File: src/rtl/data_path.sv
// ============================================================================
// Module  : data_path
// Brief   : K&S processor datapath: PC, IR, decode, 4x16 register file, ALU
//           and registered condition flags.
// Revision: 1.0 - initial release
// ============================================================================
`default_nettype none

package k_and_s_pkg;
    typedef enum logic [3:0] {
        I_NOP    = 4'd0,
        I_BRANCH = 4'd1,
        I_BZERO  = 4'd2,
        I_BNZERO = 4'd3,
        I_BNEG   = 4'd4,
        I_BNNEG  = 4'd5,
        I_BOV    = 4'd6,
        I_BNOV   = 4'd7,
        I_LOAD   = 4'd8,
        I_STORE  = 4'd9,
        I_MOVE   = 4'd10,
        I_ADD    = 4'd11,
        I_SUB    = 4'd12,
        I_AND    = 4'd13,
        I_OR     = 4'd14,
        I_HALT   = 4'd15
    } decoded_instruction_type;
endpackage

module data_path
    import k_and_s_pkg::*;
(
    input  logic                    clk,
    input  logic                    rst_n,
    input  logic                    branch,
    input  logic                    pc_enable,
    input  logic                    ir_enable,
    input  logic                    write_reg_enable,
    input  logic                    addr_sel,
    input  logic                    c_sel,
    input  logic                    flags_reg_enable,
    input  logic [1:0]              operation,
    input  logic                    ram_write_enable,
    input  logic [15:0]             data_in,
    output logic [4:0]              ram_addr,
    output logic                    ram_we,
    output logic [15:0]             data_out,
    output decoded_instruction_type decoded_instruction,
    output logic                    zero_op,
    output logic                    neg_op,
    output logic                    unsigned_overflow,
    output logic                    signed_overflow
);

    localparam logic [1:0] C_OP_ADD = 2'b00;
    localparam logic [1:0] C_OP_SUB = 2'b01;
    localparam logic [1:0] C_OP_AND = 2'b10;

    logic [4:0]  r_pc;
    logic [15:0] r_ir;
    logic [15:0] r_regs [4];

    logic [1:0]  w_rd_a_addr;
    logic [1:0]  w_rd_b_addr;
    logic [1:0]  w_wr_addr;
    logic [15:0] w_a;
    logic [15:0] w_b;
    logic [15:0] w_result;
    logic [16:0] w_sum;
    logic [16:0] w_diff;
    logic        w_carry;
    logic        w_ovf;
    logic [15:0] w_wr_data;

    assign ram_we   = ram_write_enable;
    assign ram_addr = addr_sel ? r_ir[4:0] : r_pc;
    assign data_out = r_regs[r_ir[6:5]];

    always_comb begin
        decoded_instruction = I_NOP;
        case (r_ir[15:8])
            8'h01:   decoded_instruction = I_BRANCH;
            8'h02:   decoded_instruction = I_BZERO;
            8'h03:   decoded_instruction = I_BNZERO;
            8'h04:   decoded_instruction = I_BNEG;
            8'h05:   decoded_instruction = I_BNNEG;
            8'h06:   decoded_instruction = I_BOV;
            8'h07:   decoded_instruction = I_BNOV;
            8'h81:   decoded_instruction = I_LOAD;
            8'h82:   decoded_instruction = I_STORE;
            8'h91:   decoded_instruction = I_MOVE;
            8'hA1:   decoded_instruction = I_ADD;
            8'hA2:   decoded_instruction = I_SUB;
            8'hA3:   decoded_instruction = I_AND;
            8'hA4:   decoded_instruction = I_OR;
            8'hFF:   decoded_instruction = I_HALT;
            default: decoded_instruction = I_NOP;
        endcase
    end

    // MOVE reads its single source on both ports so the ALU OR acts as a copy.
    always_comb begin
        w_rd_a_addr = r_ir[3:2];
        w_rd_b_addr = r_ir[1:0];
        w_wr_addr   = r_ir[5:4];
        if (decoded_instruction == I_MOVE) begin
            w_rd_a_addr = r_ir[1:0];
            w_wr_addr   = r_ir[3:2];
        end else if (decoded_instruction == I_LOAD) begin
            w_wr_addr   = r_ir[6:5];
        end
    end

    assign w_a    = r_regs[w_rd_a_addr];
    assign w_b    = r_regs[w_rd_b_addr];
    assign w_sum  = {1'b0, w_a} + {1'b0, w_b};
    assign w_diff = {1'b0, w_a} - {1'b0, w_b};

    always_comb begin
        w_result = w_a | w_b;
        w_carry  = 1'b0;
        w_ovf    = 1'b0;
        case (operation)
            C_OP_ADD: begin
                w_result = w_sum[15:0];
                w_carry  = w_sum[16];
                w_ovf    = (w_a[15] == w_b[15]) && (w_sum[15] != w_a[15]);
            end
            C_OP_SUB: begin
                w_result = w_diff[15:0];
                w_carry  = w_diff[16];
                w_ovf    = (w_a[15] != w_b[15]) && (w_diff[15] != w_a[15]);
            end
            C_OP_AND: w_result = w_a & w_b;
            default:  w_result = w_a | w_b;
        endcase
    end

    assign w_wr_data = c_sel ? data_in : w_result;

    always_ff @(posedge clk or negedge rst_n) begin
        if (!rst_n) begin
            r_pc <= 5'd0;
            r_ir <= 16'd0;
        end else begin
            if (ir_enable)
                r_ir <= data_in;
            if (pc_enable)
                r_pc <= branch ? r_ir[4:0] : r_pc + 5'd1;
        end
    end

    always_ff @(posedge clk or negedge rst_n) begin
        if (!rst_n) begin
            for (int i = 0; i < 4; i++)
                r_regs[i] <= 16'd0;
        end else if (write_reg_enable) begin
            r_regs[w_wr_addr] <= w_wr_data;
        end
    end

    always_ff @(posedge clk or negedge rst_n) begin
        if (!rst_n) begin
            zero_op           <= 1'b0;
            neg_op            <= 1'b0;
            unsigned_overflow <= 1'b0;
            signed_overflow   <= 1'b0;
        end else if (flags_reg_enable) begin
            zero_op           <= (w_result == 16'd0);
            neg_op            <= w_result[15];
            unsigned_overflow <= w_carry;
            signed_overflow   <= w_ovf;
        end
    end

endmodule

`default_nettype wire

File: config.mk
export PLATFORM = sky130hd
export DESIGN_NAME = data_path
export DESIGN_NICKNAME = d
export VERILOG_FILES = /design/src/rtl/data_path.sv
export SDC_FILE = /design/constraint.sdc
export NUM_CORES = 1
export LEC_CHECK = 0
export ABC_AREA = 0
export CORE_MARGIN = 1
export CORE_UTILIZATION = 55
export CTS_BUF_LIST = sky130_fd_sc_hd__clkbuf_4
export CTS_CLUSTER_DIAMETER = 100
export DETAILED_ROUTE_END_ITERATION = 10
export GPL_TIMING_DRIVEN = 0
export HOLD_SLACK_MARGIN = 0.06
export PLACE_DENSITY_LB_ADDON = 0.2
export SLEW_MARGIN = 5
export SYNTH_ARGS = -nofsm -noshare
export SYNTH_HDL_FRONTEND = slang
export SYNTH_SLANG_ARGS = --single-unit
File: constraint.sdc
create_clock -name clk -period 13.7 [get_ports clk]
set_clock_uncertainty 0.1 [all_clocks]
set_input_delay 2.055 -clock clk [delete_from_list [all_inputs] [get_ports clk]]
set_output_delay 2.055 -clock clk [all_outputs]
set_load 0.02 [all_outputs]
==> results.tsv <==
metric	value	unit
status	finished clean	
global-route wire length before repair	35.6	mm
Vias	6802	
Filler cells	1158	
Post-synth top flop	dfrtp_1	
Final #Nets	951	
RSZ-0062 raised after global routing	no	
Power Density	250	nW/um^2
DR WL/cell	21.5	um
TritonCTS clock tree	done	
ant diodes	0	
Starting DRT DRC Count	677	
Clock Tree Buf Depth	2	
TritonCTS Buffers	9	
Netlist cell types	72	
Vias/cell	6.44	
Seq/Total Area, Yosys	0.283	
Die Y	121	um
crit start category	register	
final hold violations	0	
Die Wd	121	um
Tot Pwr	2.18	mW
vias in the first global route	6549	
post-route insts no fill	1056	
Rel. slew slack	0.391	
post-cts gate resize count	0	
Placeable Area	13800	um^2
# setup viols final	0	
Post-CTS Setup Bufs	0	
H-tree depth	3	
number of antenna violations at the first check in global routing	0	
starting density of the core	0.563	
total track usage	0.323	
Fmax	144	MHz
DRT Wirelength	22.7	mm
Clock Tree Root	clkbuf_4	
actual slew at the worst max-slew pin	0.913	ns
Yosys reg bits	88	
Tcrit/Tclk final	0.508	
Net Count, Synth	887	
max incr delay on CP	0.64	ns
Mapped Area	7790	um^2
I/O pins	58	
cts hold-fix bufs	0	
crit path kind	reg -> reg	
CP max stage cell	clkbuf_1	
Sequential Area	2200	um^2
Row Count	43	
average cell area after synthesis	9.64	um^2
Congestion Overflow GR	0	
First-pass DRT Iterations	6	
dpl hpwl	17.3	mm
YS warnings	0	
CP required	13.95	ns
hold crit path type	reg -> reg	
max-slew violation count	0	
commonest cells after routing, fill and taps aside	dfrtp_1 (88), mux2_2 (74), a21oi_1 (66), inv_1 (63), nor2_1 (54)	
port bufs	52	
Post-synth ARST share	1.00	
CP max FO	10	
Clock Latency Late Sink	0.46	ns
CP most frequent cell	a21oi_1	
leak pwr	3.71	nW
clock sink count	88	
VDD IR max	125	uV
placed cells	1041	
Worst Setup End Kind	register	
CTS clk-pin slew, worst paths	0.13	ns
DRC violations left	0	
antenna-violating nets left	0	
synthesis-to-layout area growth	11.9	%
max cap viols	0	
pin count of the biggest net entering global routing	59	
Critical Path, Cell by Cell	buf_2, nor3_1, o211a_1, nor4_4, a21oi_1, clkbuf_1, mux2i_1, mux2_2, ha_1, inv_1, a221oi_1, a21oi_1, o31ai_1, o31ai_1, a221oi_1, mux2i_1, and4_1, a211oi_2, a21oi_1, mux2_2	
area of the multi-input gates	5150	um^2
post-route minimum period	6.96	ns
layout cells sized above 1	0.177	
gpl congestion	0.947	
die area	14600	um^2
Post-Syn Instances	808	
commonest non-fill, non-tap cell in the layout	dfrtp_1	
number of synthesized flops with an enable pin	0	
final total negative setup slack	0	ns
Critical Path AT	7.21	ns
[final cells by class]
class,count,share of cell area
multi-input combinational,606,0.590
sequential,88,0.253
timing repair buffer,53,0.0626
inverter,64,0.0276
tap,180,0.0258
buffer,50,0.0228
clock buffer,12,0.0103
clock inverter,3,0.00775
[report_power, final]
group / internal [mW] / switching (mW) / leakage, nW / total (mW)
clock network: 0.0794 / 0.0875 / 0.0836 / 0.167
registers: 0.363 / 0.105 / 1.05 / 0.468
logic: 0.681 / 0.859 / 2.58 / 1.54
[sequential cells by signal, indices dropped and copies added, names as in the netlist]
| signal | cells |
|---|---|
| r_regs | 64 |
| r_ir | 15 |
| r_pc | 5 |
| neg_op | 1 |
| signed_overflow | 1 |
| unsigned_overflow | 1 |
| zero_op | 1 |
[stage by stage]
stage	hold WS, ns	setup slack (ns)	cell area, um^2	utilization
3_3_place_gp	0.398	6.92	8530	0.617
4_1_cts	0.454	6.84	8720	0.630
2_1_floorplan	0.382	8.38	7790	-
6_report	0.449	6.74	8720	0.630
3_5_place_dp	0.424	6.86	8560	0.619
5_1_grt	0.489	6.37	8720	0.630
[cell usage after synthesis (11+ instances only)]
cell type   n  area share
ha_1       49       0.079
dfrtp_1    88        0.28
o21ai_0    41       0.026
nor2_1     54       0.026
a21oi_1    66       0.042
xnor2_1    13       0.015
clkbuf_1   36       0.017
inv_1      63       0.030
a211oi_1   11       0.011
mux2i_1    40       0.051
nand3_1    13      0.0084
mux2_2     74        0.11
nand2_1    53       0.026
mux4_2     36        0.10
[cells by family after synthesis]
logic type,count (synthesis),synth area share
buffers and inverters,114,0.0564
multiplexers,151,0.264
adder cells (fa/ha/maj),52,0.0852
flip-flops,88,0.283
AO/OA/AOI/OAI,197,0.169
XOR/XNOR,15,0.0169
AND/OR/NAND/NOR,191,0.126
[routing by layer]
metal,vias up,track usage,share of wire
met1,3392,0.434,0.43
met3,44,0.0540,0.062
li1,3089,-,-
met2,277,0.529,0.48
met5,-,0,0
met4,0,0.106,0.028
[critical path, delay by kind of cell, from the launching register on]
| family | cells | cell delay, ns |
|---|---|---|
| flip-flops | 1 | 0.38 |
| AND/OR/NAND/NOR | 3 | 0.85 |
| adder cells (fa/ha/maj) | 1 | 0.39 |
| AO/OA/AOI/OAI | 9 | 3.20 |
| multiplexers | 4 | 1.02 |
| buffers and inverters | 3 | 0.91 |
[worst paths after layout]
path	to	startpoint	slack (ns)	cells after the start
worst max-delay path	r_regs[63]$_DFFE_PN0P_	r_ir[12]$_DFFE_PN0P_	6.74	20
worst min-delay path	neg_op$_DFFE_PN0P_	neg_op$_DFFE_PN0P_	0.45	2
worst max register to register	r_regs[63]$_DFFE_PN0P_	r_ir[12]$_DFFE_PN0P_	6.74	20
worst min register to register	neg_op$_DFFE_PN0P_	neg_op$_DFFE_PN0P_	0.45	2
max in group asynchronous	r_regs[54]$_DFFE_PN0P_	rst_n	11.44	2
min in group asynchronous	signed_overflow$_DFFE_PN0P_	rst_n	1.42	1
(Power assumes the default switching activity.)
